<file path="config.mk">
export PLATFORM = sky130hd
export DESIGN_NAME = hawk_cpu_stall_arb
export DESIGN_NICKNAME = d
export VERILOG_FILES = /design/src/rtl/hawk_cpu_stall_arb.sv
export SDC_FILE = /design/constraint.sdc
export NUM_CORES = 1
export LEC_CHECK = 0
export ABC_AREA = 1
export CAP_MARGIN = 20
export CORE_AREA = 5 5 115 117
export CTS_BUF_LIST = sky130_fd_sc_hd__clkbuf_4 sky130_fd_sc_hd__clkbuf_8
export CTS_CLUSTER_SIZE = 40
export DETAILED_ROUTE_END_ITERATION = 6
export DIE_AREA = 0 0 120 122
export DONT_BUFFER_PORTS = 1
export GPL_TIMING_DRIVEN = 0
export PLACE_DENSITY = 0.67
export SLEW_MARGIN = 5
export SYNTH_ARGS = -nofsm -noshare
export SYNTH_HDL_FRONTEND = slang
export SYNTH_SLANG_ARGS = --single-unit
</file>
<file path="constraint.sdc">
create_clock -name clk -period 1.7 [get_ports clk]
set_clock_uncertainty 0.2 [all_clocks]
set_input_delay 0 -clock clk [delete_from_list [all_inputs] [get_ports clk]]
set_output_delay 0 -clock clk [all_outputs]
set_load 0.02 [all_outputs]
</file>
<file path="src/rtl/hawk_cpu_stall_arb.sv">
// rtl/hawk_cpu_stall_arb.sv - round-robin arbiter between CPU read/write stall paths and the HAWK page lookup
// Optional watchdog in WAIT_RSP enabled by HACD_STALL_ARB_TIMEOUT_EN.
module hawk_cpu_stall_arb #(
  parameter int HPPA_WIDTH     = 48,
  parameter int RETRY_DELAY    = 16,
  parameter int TIMEOUT_CYCLES = 4096
) (
  input  logic                  clk,
  input  logic                  rst,
  input  logic                  hawk_inactive,
  input  logic                  rd_req_valid,
  input  logic [HPPA_WIDTH-1:0] rd_req_hppa,
  input  logic                  wr_req_valid,
  input  logic [HPPA_WIDTH-1:0] wr_req_hppa,
  output logic                  rd_ovrd_allow,
  output logic [HPPA_WIDTH-1:0] rd_ovrd_ppa,
  output logic                  wr_ovrd_allow,
  output logic [HPPA_WIDTH-1:0] wr_ovrd_ppa,
  output logic                  lkup_req_valid,
  input  logic                  lkup_req_ready,
  output logic [HPPA_WIDTH-1:0] lkup_req_hppa,
  output logic                  lkup_req_src,
  input  logic                  lkup_rsp_valid,
  input  logic                  lkup_rsp_allow,
  input  logic [HPPA_WIDTH-1:0] lkup_rsp_ppa,
  output logic                  err_timeout
);

  localparam logic [2:0] S_IDLE     = 3'd0;
  localparam logic [2:0] S_ISSUE    = 3'd1;
  localparam logic [2:0] S_WAIT_RSP = 3'd2;
  localparam logic [2:0] S_BACKOFF  = 3'd3;
  localparam logic [2:0] S_GRANT    = 3'd4;
  localparam logic [2:0] S_RELEASE  = 3'd5;

  localparam logic [7:0] BACKOFF_LOAD = 8'(RETRY_DELAY - 1);

  logic [2:0]            r_state;
  logic                  r_src;
  logic                  r_last_src;
  logic [HPPA_WIDTH-1:0] r_hppa;
  logic [7:0]            r_bo_cnt;
  logic                  r_lkup_valid;
  logic                  r_rd_allow;
  logic                  r_wr_allow;
  logic [HPPA_WIDTH-1:0] r_rd_ppa;
  logic [HPPA_WIDTH-1:0] r_wr_ppa;
  logic                  r_err;

  logic                  w_pick_wr;
  logic                  w_src_valid;
  logic                  w_to_hit;
  logic [HPPA_WIDTH-1:0] w_grant_ppa;

  // On a tie the path opposite the last granted one wins.
  always_comb begin
    w_pick_wr = wr_req_valid;
    if (rd_req_valid && wr_req_valid) begin
      w_pick_wr = ~r_last_src;
    end
  end

  assign w_src_valid = r_src ? wr_req_valid : rd_req_valid;
  assign w_grant_ppa = (lkup_rsp_valid && lkup_rsp_allow) ? lkup_rsp_ppa : r_hppa;

`ifdef HACD_STALL_ARB_TIMEOUT_EN
  logic [15:0] r_to_cnt;

  assign w_to_hit = (r_to_cnt == 16'(TIMEOUT_CYCLES - 1));

  always_ff @(posedge clk) begin
    if (rst) begin
      r_to_cnt <= '0;
      r_err    <= 1'b0;
    end else begin
      if (r_state == S_WAIT_RSP) begin
        r_to_cnt <= r_to_cnt + 16'd1;
      end else begin
        r_to_cnt <= '0;
      end
      if ((r_state == S_WAIT_RSP) && !lkup_rsp_valid && w_to_hit) begin
        r_err <= 1'b1;
      end
    end
  end
`else
  // Watchdog disabled: the compare is constant false.
  assign w_to_hit = (TIMEOUT_CYCLES < 0);

  always_ff @(posedge clk) begin
    r_err <= 1'b0;
  end
`endif

  always_ff @(posedge clk) begin
    if (rst) begin
      r_state      <= S_IDLE;
      r_src        <= 1'b0;
      r_last_src   <= 1'b1;
      r_hppa       <= '0;
      r_bo_cnt     <= '0;
      r_lkup_valid <= 1'b0;
      r_rd_allow   <= 1'b0;
      r_wr_allow   <= 1'b0;
      r_rd_ppa     <= '0;
      r_wr_ppa     <= '0;
    end else begin
      r_rd_allow <= 1'b0;
      r_wr_allow <= 1'b0;
      r_rd_ppa   <= '0;
      r_wr_ppa   <= '0;
      case (r_state)
        S_IDLE: begin
          if (!hawk_inactive && (rd_req_valid || wr_req_valid)) begin
            r_src        <= w_pick_wr;
            r_hppa       <= w_pick_wr ? wr_req_hppa : rd_req_hppa;
            r_lkup_valid <= 1'b1;
            r_state      <= S_ISSUE;
          end
        end
        S_ISSUE: begin
          if (hawk_inactive) begin
            r_lkup_valid <= 1'b0;
            r_state      <= S_IDLE;
          end else if (lkup_req_ready) begin
            r_lkup_valid <= 1'b0;
            r_state      <= S_WAIT_RSP;
          end
        end
        S_WAIT_RSP: begin
          // A watchdog expiry grants the identity mapping.
          if ((lkup_rsp_valid && lkup_rsp_allow) || (!lkup_rsp_valid && w_to_hit)) begin
            r_rd_allow <= ~r_src;
            r_wr_allow <= r_src;
            r_rd_ppa   <= r_src ? '0 : w_grant_ppa;
            r_wr_ppa   <= r_src ? w_grant_ppa : '0;
            r_state    <= S_GRANT;
          end else if (lkup_rsp_valid) begin
            r_bo_cnt <= BACKOFF_LOAD;
            r_state  <= S_BACKOFF;
          end
        end
        S_BACKOFF: begin
          if (r_bo_cnt == 8'd0) begin
            r_lkup_valid <= 1'b1;
            r_state      <= S_ISSUE;
          end else begin
            r_bo_cnt <= r_bo_cnt - 8'd1;
          end
        end
        S_GRANT: begin
          r_last_src <= r_src;
          r_state    <= S_RELEASE;
        end
        S_RELEASE: begin
          if (!w_src_valid) begin
            r_state <= S_IDLE;
          end
        end
        default: begin
          r_lkup_valid <= 1'b0;
          r_state      <= S_IDLE;
        end
      endcase
    end
  end

  assign lkup_req_valid = r_lkup_valid;
  assign lkup_req_hppa  = r_hppa;
  assign lkup_req_src   = r_src;
  assign rd_ovrd_allow  = r_rd_allow;
  assign rd_ovrd_ppa    = r_rd_ppa;
  assign wr_ovrd_allow  = r_wr_allow;
  assign wr_ovrd_ppa    = r_wr_ppa;
  assign err_timeout    = r_err;

endmodule
</file>
* Word level (Yosys, flattened, before mapping)
Index checks and enable logic that the tools add are counted.
** Word-level totals
- Register bits :: 160
- Input port bits :: 152
- Logic and storage cells :: 65
- Output and inout port bits :: 149
** Operators by class
- Reductions and logical operators :: 16
- Bitwise operators :: 5
- $add $sub $neg :: 1
- Muxes and demuxes :: 20
- Eq/ne operators :: 13
** Operators by type and width (number)
- 48-bit two-way mux :: 1
- 8-bit two-way mux :: 3
- 3-bit two-way mux :: 7
- 3-bit case mux with 6 select lines :: 1
- 8-bit case mux with 2 select lines :: 1
- 2-bit != test, second input constant :: 6
- 8-bit logical NOT :: 1
- 4-bit AND reduction :: 2
- 4-bit OR reduction :: 2
- 8-bit by 1-bit subtractor with 8-bit output, second input constant :: 1
- 3-bit by 2-bit == test with 1-bit output, second input constant :: 2
- 3-bit == test, second input constant :: 2
- 1-bit two-way mux :: 6
- 3-bit != test, second input constant :: 2
- 3-bit OR reduction :: 2
- 1-bit inverter :: 5
- 5-bit AND reduction :: 1
- 1-bit case mux with 4 select lines :: 1
- 3-bit by 1-bit == test with 1-bit output, second input constant :: 1
- 1-bit logical AND :: 3
- 3-bit logical NOT :: 1
- 2-bit AND reduction :: 1
- 2-bit nonzero test :: 1
- 1-bit logical NOT :: 1
- 1-bit logical OR :: 1

* Logic depth before layout (Yosys ltp)
Gate-level depths: netlist of the first run.
- Word-level depth :: 4
- Depth in mapped cells :: 10
- Mapped depth without buffers :: 10

* Worst setup path before layout of the first run
OpenSTA, ideal clock, no wires.
- Path kind :: reg-to-reg
- Start :: register r_bo_cnt[0]
- End :: register r_bo_cnt[7]
- Data arrival time :: 1.213 ns
- Period minus slack after synthesis :: 1.541 ns
- Stages on the path, launching flop included :: 10
- Setup time :: 0.128 ns
- Slack :: 0.159 ns
- Buffers on the path :: 0
- Required time :: 1.372 ns
- Cell sequence :: dfxtp_1 inv_1 ha_1 nand3_1 nor2_1 nor2_1 nor2_2 nor2_1 nor2_1 nor2_1
** On the way
- Word-level cells in the longest chain between the ends :: 3
- Elaborated cells on any way between the ends :: 6
- Classes of those cells :: add/sub (1); eq/ne (1); mux (2); reduce/logical (2)
** Ends and longest elaborated chain
- from (decl) :: line 42 : logic [7:0] r_bo_cnt;
- from (signal assigned) :: line 148 : r_bo_cnt <= r_bo_cnt - 8'd1;
- 8-bit by 1-bit subtractor with 8-bit output / 8-bit logical NOT (equally long branches) :: line 148, 144
- 8-bit two-way mux / 2-bit != test (equally long branches)
- 8-bit case mux with 2 select lines / 4-bit AND reduction (equally long branches)
Several ways; a longest one is shown, not always the timed one. The select of a mux whose other input is x is not followed.
A chain may end at the register's enable or synchronous reset.

* Worst setup path in the final report of the first run
- Start :: register r_state[1]
- End :: register r_rd_ppa[38], in the netlist rd_ovrd_ppa[38]
** On the way
- Word-level cells in the longest chain between the ends :: 3
** Ends and longest elaborated chain
- from (decl) :: line 38 : logic [2:0] r_state;
- from (signal assigned) :: line 97 : r_state <= S_IDLE;
- from (signal assigned) :: line 118 : r_state <= S_ISSUE;
- from (signal assigned) :: line 124 : r_state <= S_IDLE;
- 3-bit by 2-bit == test with 1-bit output :: line 112 : case (r_state)
- 1-bit inverter (no line)
- 4-bit OR reduction (no line)
- to (signal assigned) :: line 135 : r_rd_ppa <= r_src ? '0 : w_grant_ppa;
- to (decl) :: line 46 : logic [HPPA_WIDTH-1:0] r_rd_ppa;
No other way between the ends.

==> results of run 1 <==
## critical path: cells and delay by family (launching register included)
kind,cells,cell delay [ns]
and+or+nand+nor,5,0.67
DFF,1,0.41
buffers and inverters,3,0.37
## final cells by class
class	instances	area, µm²	share of cell area, %
antenna	1	2.50	0.0301
buffer	37	289	3.48
clock buffer	17	234	2.81
clock inverter	15	188	2.26
inverter	77	294	3.54
multi-input combinational	449	2110	25.4
sequential	160	3210	38.6
tap	150	188	2.26
timing repair buffer	179	1800	21.6
## power breakdown
part	switching (W)	internal, W	leakage [nW]
sequential	0.000564	0.00404	1.30
clock	0.00169	0.00114	0.207
combinational	0.00126	0.000941	2.19
## sequential cells by signal (all words and copies together), names as in the netlist
| register | cells |
|---|---|
| lkup_req_hppa | 48 |
| rd_ovrd_ppa | 48 |
| wr_ovrd_ppa | 48 |
| r_bo_cnt | 8 |
| r_state | 3 |
| lkup_req_src | 1 |
| lkup_req_valid | 1 |
| r_last_src | 1 |
| rd_ovrd_allow | 1 |
| wr_ovrd_allow | 1 |
## cells in the final DEF (no fill, tap or decap), drive strengths merged
cell,instances
nor2,222
dlygate4sd3,172
dfxtp,160
nand2,88
inv,83
a21oi,59
o21ai,56
buf,33
clkbuf,28
nand3,12
clkinv,8
nand4,2
xor2,2
ha,2
diode,1
o21bai,1
o211ai,1
nand3b,1
xnor2,1
o31ai,1
conb,1
clkinvlp,1
## through the flow
stage / TNS [ns] / power (W)
2_1_floorplan: 0 / 0.00583
3_3_place_gp: -1.81 / 0.00617
3_5_place_dp: -2.96 / 0.00623
4_1_cts: -0.0276 / 0.00936
5_1_grt: -2.21 / 0.0101
6_report: -0.0168 / 0.00964
## Yosys cell counts
cell      count  area, µm²
a21oi_1      59        295
buf_2        11       55.1
buf_4        10       75.1
buf_6         3       33.8
clkbuf_1     12       45.0
clkbuf_2      1       5.00
clkinv_1      1       3.75
conb_1        1       3.75
dfxtp_1     160       3200
ha_1          2       25.0
inv_1        73        274
inv_2         3       11.3
nand2_1      86        323
nand2_2       2       12.5
nand3_1      10       50.1
nand3_2       2       20.0
nand3b_1      1       7.51
nand4_1       2       12.5
nor2_1      217        815
nor2_2        2       12.5
nor2_4        3       33.8
o211ai_1      1       7.51
o21ai_0      45        225
o21ai_1      11       55.1
o21bai_1      1       7.51
o31ai_1       1       7.51
xnor2_1       1       8.76
xor2_1        2       17.5
## path summary, 6_finish.rpt
| check | to | slack, ns | cells past startpoint |
|---|---|---|---|
| setup / recovery | rd_ovrd_ppa[38] | -0.01 | 8 |
| setup reg to reg | rd_ovrd_ppa[38] | -0.01 | 8 |
| hold / removal | wr_ovrd_ppa[13] | 0.03 | 3 |
| hold reg to reg | r_bo_cnt[0] | 0.27 | 2 |
## cells by family after synthesis
family                     count (synthesis)  share of synthesized area, %
other                                      1                        0.0664
and+or+nand+nor                          325                          22.8
buffers and inverters                    114                          8.91
xor gates and xnor gates                   3                         0.466
AOI/OAI and AO/OA                        118                          10.6
adders and majority gates                  2                         0.443
DFF                                      160                          56.7
## timing repair
item / in CTS / in global routing
hold buffers: 167 / 5
hold endpoints to repair: 159 / 27
gates resized for setup: 13 / 107
pin swaps: 0 / 12
setup endpoints to repair: 65 / 79
cloned: 0 / 1
setup buffers: 0 / 6
## layer usage
layer | GRT usage, % | share of wire (%) | up-vias
li1 | - | - | 2621
met1 | 27.3 | 34 | 2688
met2 | 44.9 | 50 | 422
met3 | 8.87 | 9.5 | 141
met4 | 18.5 | 6.8 | 0
met5 | 0 | 0 | -
==> flow_metrics.tcl, run 1 <==
set metrics [dict create \
    run_status "finished, violations left" \
    violations "setup timing" \
    ys_seq_area_share_pct 56.7 \
    place_area_um2 5830 \
    finalCritPeriodShare_pct 101 \
    grt_setup_unrepaired "true" \
    power_leakage_nw 3.69 \
    crit_start "r_state[1]" \
    setup_ws_ns -0.0101 \
    vdd_drop_max_mv 0.772 \
    vias 5872 \
    first_pass_iters 6 \
    place_congestion 0.936 \
    syn_inst 723 \
    root_buffer "clkbuf_8" \
    hold_path.class "input port to register" \
    drive_gt1_share_pct 13.6 \
    syn_area_per_cell_um2 7.81 \
    fp-row-count 41 \
    layout.nets 1075 \
    hpwlAfterDp_mm 12.7 \
    drcViolationCount 0 \
    cpMaxStageDelayCell "dfxtp_4" \
    grt_max_degree 20 \
    grt_pass1_wl_mm 29.8 \
    path_cells "inv_4 -> nor2_4 -> nand2_2 -> nor2_4 -> nand3_4 -> buf_8 -> buf_12 -> nor2_4" \
    ys_ff_latch 160 \
    hold_start "lkup_rsp_ppa[13]" \
    routed_wl_mm 20.7 \
    cts_tree "done" \
    port_buffers 0 \
    dieArea_um2 14600 \
    fin_cells 1085 \
    die_h_um 122 \
    pre_cts_slack_ns -0.176 \
    max_cap_viol_count 0 \
    io_pins 301 \
    initial_utilization_pct 46.0 \
    vias_per_cell 5.41 \
    overflow 0 \
    finalHoldViolations 0 \
    yosysWarnings 0 \
    fmax_mhz 585 \
    path_class "register to register" \
    grt_util_all_layers_pct 26.3 \
    start_kind "register" \
    coreArea_um2 12300 \
    synth_nets 877 \
    finalSetupViolations 3 \
    fillers 866 \
    cpMostUsedCell "nor2_4" \
    antenna_found_initial 1 \
    post-route-util_pct 67.8 \
    drtIter0Drc 547 \
    numCtsBuffers 17 \
    placed_cells 873 \
    clkSinkCount 160 \
    cp_max_fo 10 \
    powerDensity_nw_per_um2 1160 \
    stdcell_area_um2 8320 \
    routedWlPerCell_um 19.1 \
    cp_slowest_stage_delay_ns 0.41 \
    holdWs_ns 0.0280 \
    clk_path_buf_depth 2 \
    arrival_ns 1.92 \
    cts.clk_slew.worst_paths_ns 0.11 \
    tightest_slew_ns 0.518 \
    htreeDepth 4 \
    netlist_area_um2 5650 \
    final.min_clock_period_ns 1.71 \
    clk_latency_ns 0.46 \
    r2r-start "r_state[1]" \
    area_growth_pct 47.3 \
    cp.required_ns 1.91 \
    end_kind "register" \
    yosysUniqueCellTypes 28 \
    max-slew-margin-rel_pct 65.4 \
    drv_slew 0 \
    grt_pass1_vias 5686 \
    fp.dieW_um 120 \
    ant_nets 0 \
]
No activity file was read; power rests on OpenSTA's default activity.
==> run 2, diff against run 1 <==
--- a/config.mk
+++ b/config.mk
@@ -5,16 +5,15 @@
 export SDC_FILE = /design/constraint.sdc
 export NUM_CORES = 1
 export LEC_CHECK = 0
-export ABC_AREA = 1
 export CAP_MARGIN = 20
-export CORE_AREA = 5 5 115 117
+export CORE_AREA = 2 2 118 120
 export CTS_BUF_LIST = sky130_fd_sc_hd__clkbuf_4 sky130_fd_sc_hd__clkbuf_8
 export CTS_CLUSTER_SIZE = 40
 export DETAILED_ROUTE_END_ITERATION = 6
 export DIE_AREA = 0 0 120 122
 export DONT_BUFFER_PORTS = 1
 export GPL_TIMING_DRIVEN = 0
-export PLACE_DENSITY = 0.67
+export PLACE_DENSITY = 0.61
 export SLEW_MARGIN = 5
 export SYNTH_ARGS = -nofsm -noshare
 export SYNTH_HDL_FRONTEND = slang
==> run 2 against run 1 <==
  * Synthesized cell count shrank 29%
  * The run now fails in 4_1_cts
  * Synthesized area shrank 1.2%
==> flow_metrics.tcl, run 2 <==
set metrics [dict create \
    run_status "did not finish" \
    failed_stage "4_1_cts" \
    synth_common_cells "160 x dfxtp_1, 97 x and2_1, 56 x nor2_1" \
    stop_error "[ERROR RSZ-0060] Max buffer count reached." \
    synthMostInstantiatedCell "dfxtp_1" \
    synth_top_area_share_pct 57.5 \
    placed_cells 696 \
    clk_path_buf_depth 2 \
    hpwlAfterDp_mm 10.8 \
    ys_ff_latch 160 \
    synth_top_cell_by_area "dfxtp_1" \
    root_buffer "clkbuf_8" \
    cts_setup_buffers 25 \
    io_pins 301 \
    htreeDepth 4 \
    clkSinkCount 160 \
    port_buffers 0 \
    synth_nets 670 \
    pre_cts_slack_ns -0.465 \
    synth_edf_count 0 \
    synthFlopType "dfxtp_1" \
    netlist_area_um2 5580 \
    cts_hold_buf 152 \
    place_congestion 0.794 \
    numCtsBuffers 17 \
    syn_inst 516 \
    initial_utilization_pct 41.3 \
    cts-resized-gates 79 \
    ys_seq_area_share_pct 57.5 \
    fp.dieW_um 120 \
    synthTopCellsByArea "dfxtp_1 57%, and2_1 11%, mux2i_1 8.8%, a211oi_1 6.9%, nor2_1 3.8%" \
    yosysUniqueCellTypes 46 \
    yosysWarnings 0 \
    die_h_um 122 \
    syn_area_per_cell_um2 10.8 \
    async_reset_ff_share_pct 0 \
    fp-row-count 43 \
]
-- run 2: logic make-up after synthesis --
family	after synthesis	synth area share, %
compound gates	71	9.67
xor+xnor	3	0.471
other cells	1	0.0673
buf+inv	39	3.23
fa+ha+maj	2	0.449
flops	160	57.5
simple gates	187	19.1
mux	53	9.60
-- run 2: per-stage QoR --
stage	util (%)	hold slack [ns]	instance area (µm²)	TNS (ns)
after detailed placement	43.0	-0.0753	5810	-45.45
after floorplan	-	-0.0783	5580	-0.528
after global placement	43.0	-0.0778	5810	-40.58
==> run 3, diff against run 2 <==
==> config.mk (replaced) <==
export PLATFORM = sky130hd
export DESIGN_NAME = hawk_cpu_stall_arb
export DESIGN_NICKNAME = d
export VERILOG_FILES = /design/src/rtl/hawk_cpu_stall_arb.sv
export SDC_FILE = /design/constraint.sdc
export NUM_CORES = 1
export LEC_CHECK = 0
export CAP_MARGIN = 20
export CORE_UTILIZATION = 40
export DETAILED_ROUTE_END_ITERATION = 6
export DONT_BUFFER_PORTS = 1
export GPL_TIMING_DRIVEN = 0
export PLACE_DENSITY_LB_ADDON = 0.15
export SLEW_MARGIN = 5
export SYNTH_ARGS = -nofsm -noshare
export SYNTH_HDL_FRONTEND = slang
export SYNTH_SLANG_ARGS = --single-unit
==> run 3 against run 2 <==
  * The flow again stops in 4_1_cts
  * Synthesized cell count is the same
  * Synthesized area is the same
==> flow_metrics.tcl, run 3 <==
set metrics [dict create \
    syn_inst 516 \
    ys_seq_area_share_pct 57.5 \
    failed_stage "4_1_cts" \
    port_buffers 0 \
    placed_cells 692 \
    synth_nets 670 \
    hpwlAfterDp_mm 9.92 \
    run_status "did not finish" \
    cts-resized-gates 81 \
    place_congestion 0.799 \
    synth_top_area_share_pct 57.5 \
    root_buffer "clkbuf_16" \
    initial_utilization_pct 41.6 \
    synth_edf_count 0 \
    cts_setup_buffers 24 \
    clk_path_buf_depth 2 \
    stop_error "[ERROR RSZ-0060] Max buffer count reached." \
    synthMostInstantiatedCell "dfxtp_1" \
    syn_area_per_cell_um2 10.8 \
    cts_hold_buf 151 \
    synth_top_cell_by_area "dfxtp_1" \
    ys_ff_latch 160 \
    synthFlopType "dfxtp_1" \
    yosysUniqueCellTypes 46 \
    die_h_um 120 \
    netlist_area_um2 5580 \
    async_reset_ff_share_pct 0 \
    numCtsBuffers 17 \
    synth_common_cells "160 x dfxtp_1, 97 x and2_1, 56 x nor2_1" \
    yosysWarnings 0 \
    io_pins 301 \
    fp.dieW_um 120 \
    clkSinkCount 160 \
    htreeDepth 4 \
    synthTopCellsByArea "dfxtp_1 57%, and2_1 11%, mux2i_1 8.8%, a211oi_1 6.9%, nor2_1 3.8%" \
    fp-row-count 42 \
]
[run 3: cell counts after synthesis]
Identical to the previous run, type by type.
[run 3: kinds of logic after synthesis]
family	after synthesis	synth area share [%]
and+or+nand+nor	187	19.1
DFF	160	57.5
other	1	0.0673
xor gates and xnor gates	3	0.471
buffers and inverters	39	3.23
muxes	53	9.60
AOI/OAI and AO/OA	71	9.67
adders and majority gates	2	0.449
[run 3: through the flow]
step	hold WS, ns	area (µm²)	setup slack (ns)
after floorplan	-0.0783	5580	-0.219
after global placement	-0.0780	5800	-0.458
after detailed placement	-0.0753	5800	-0.499
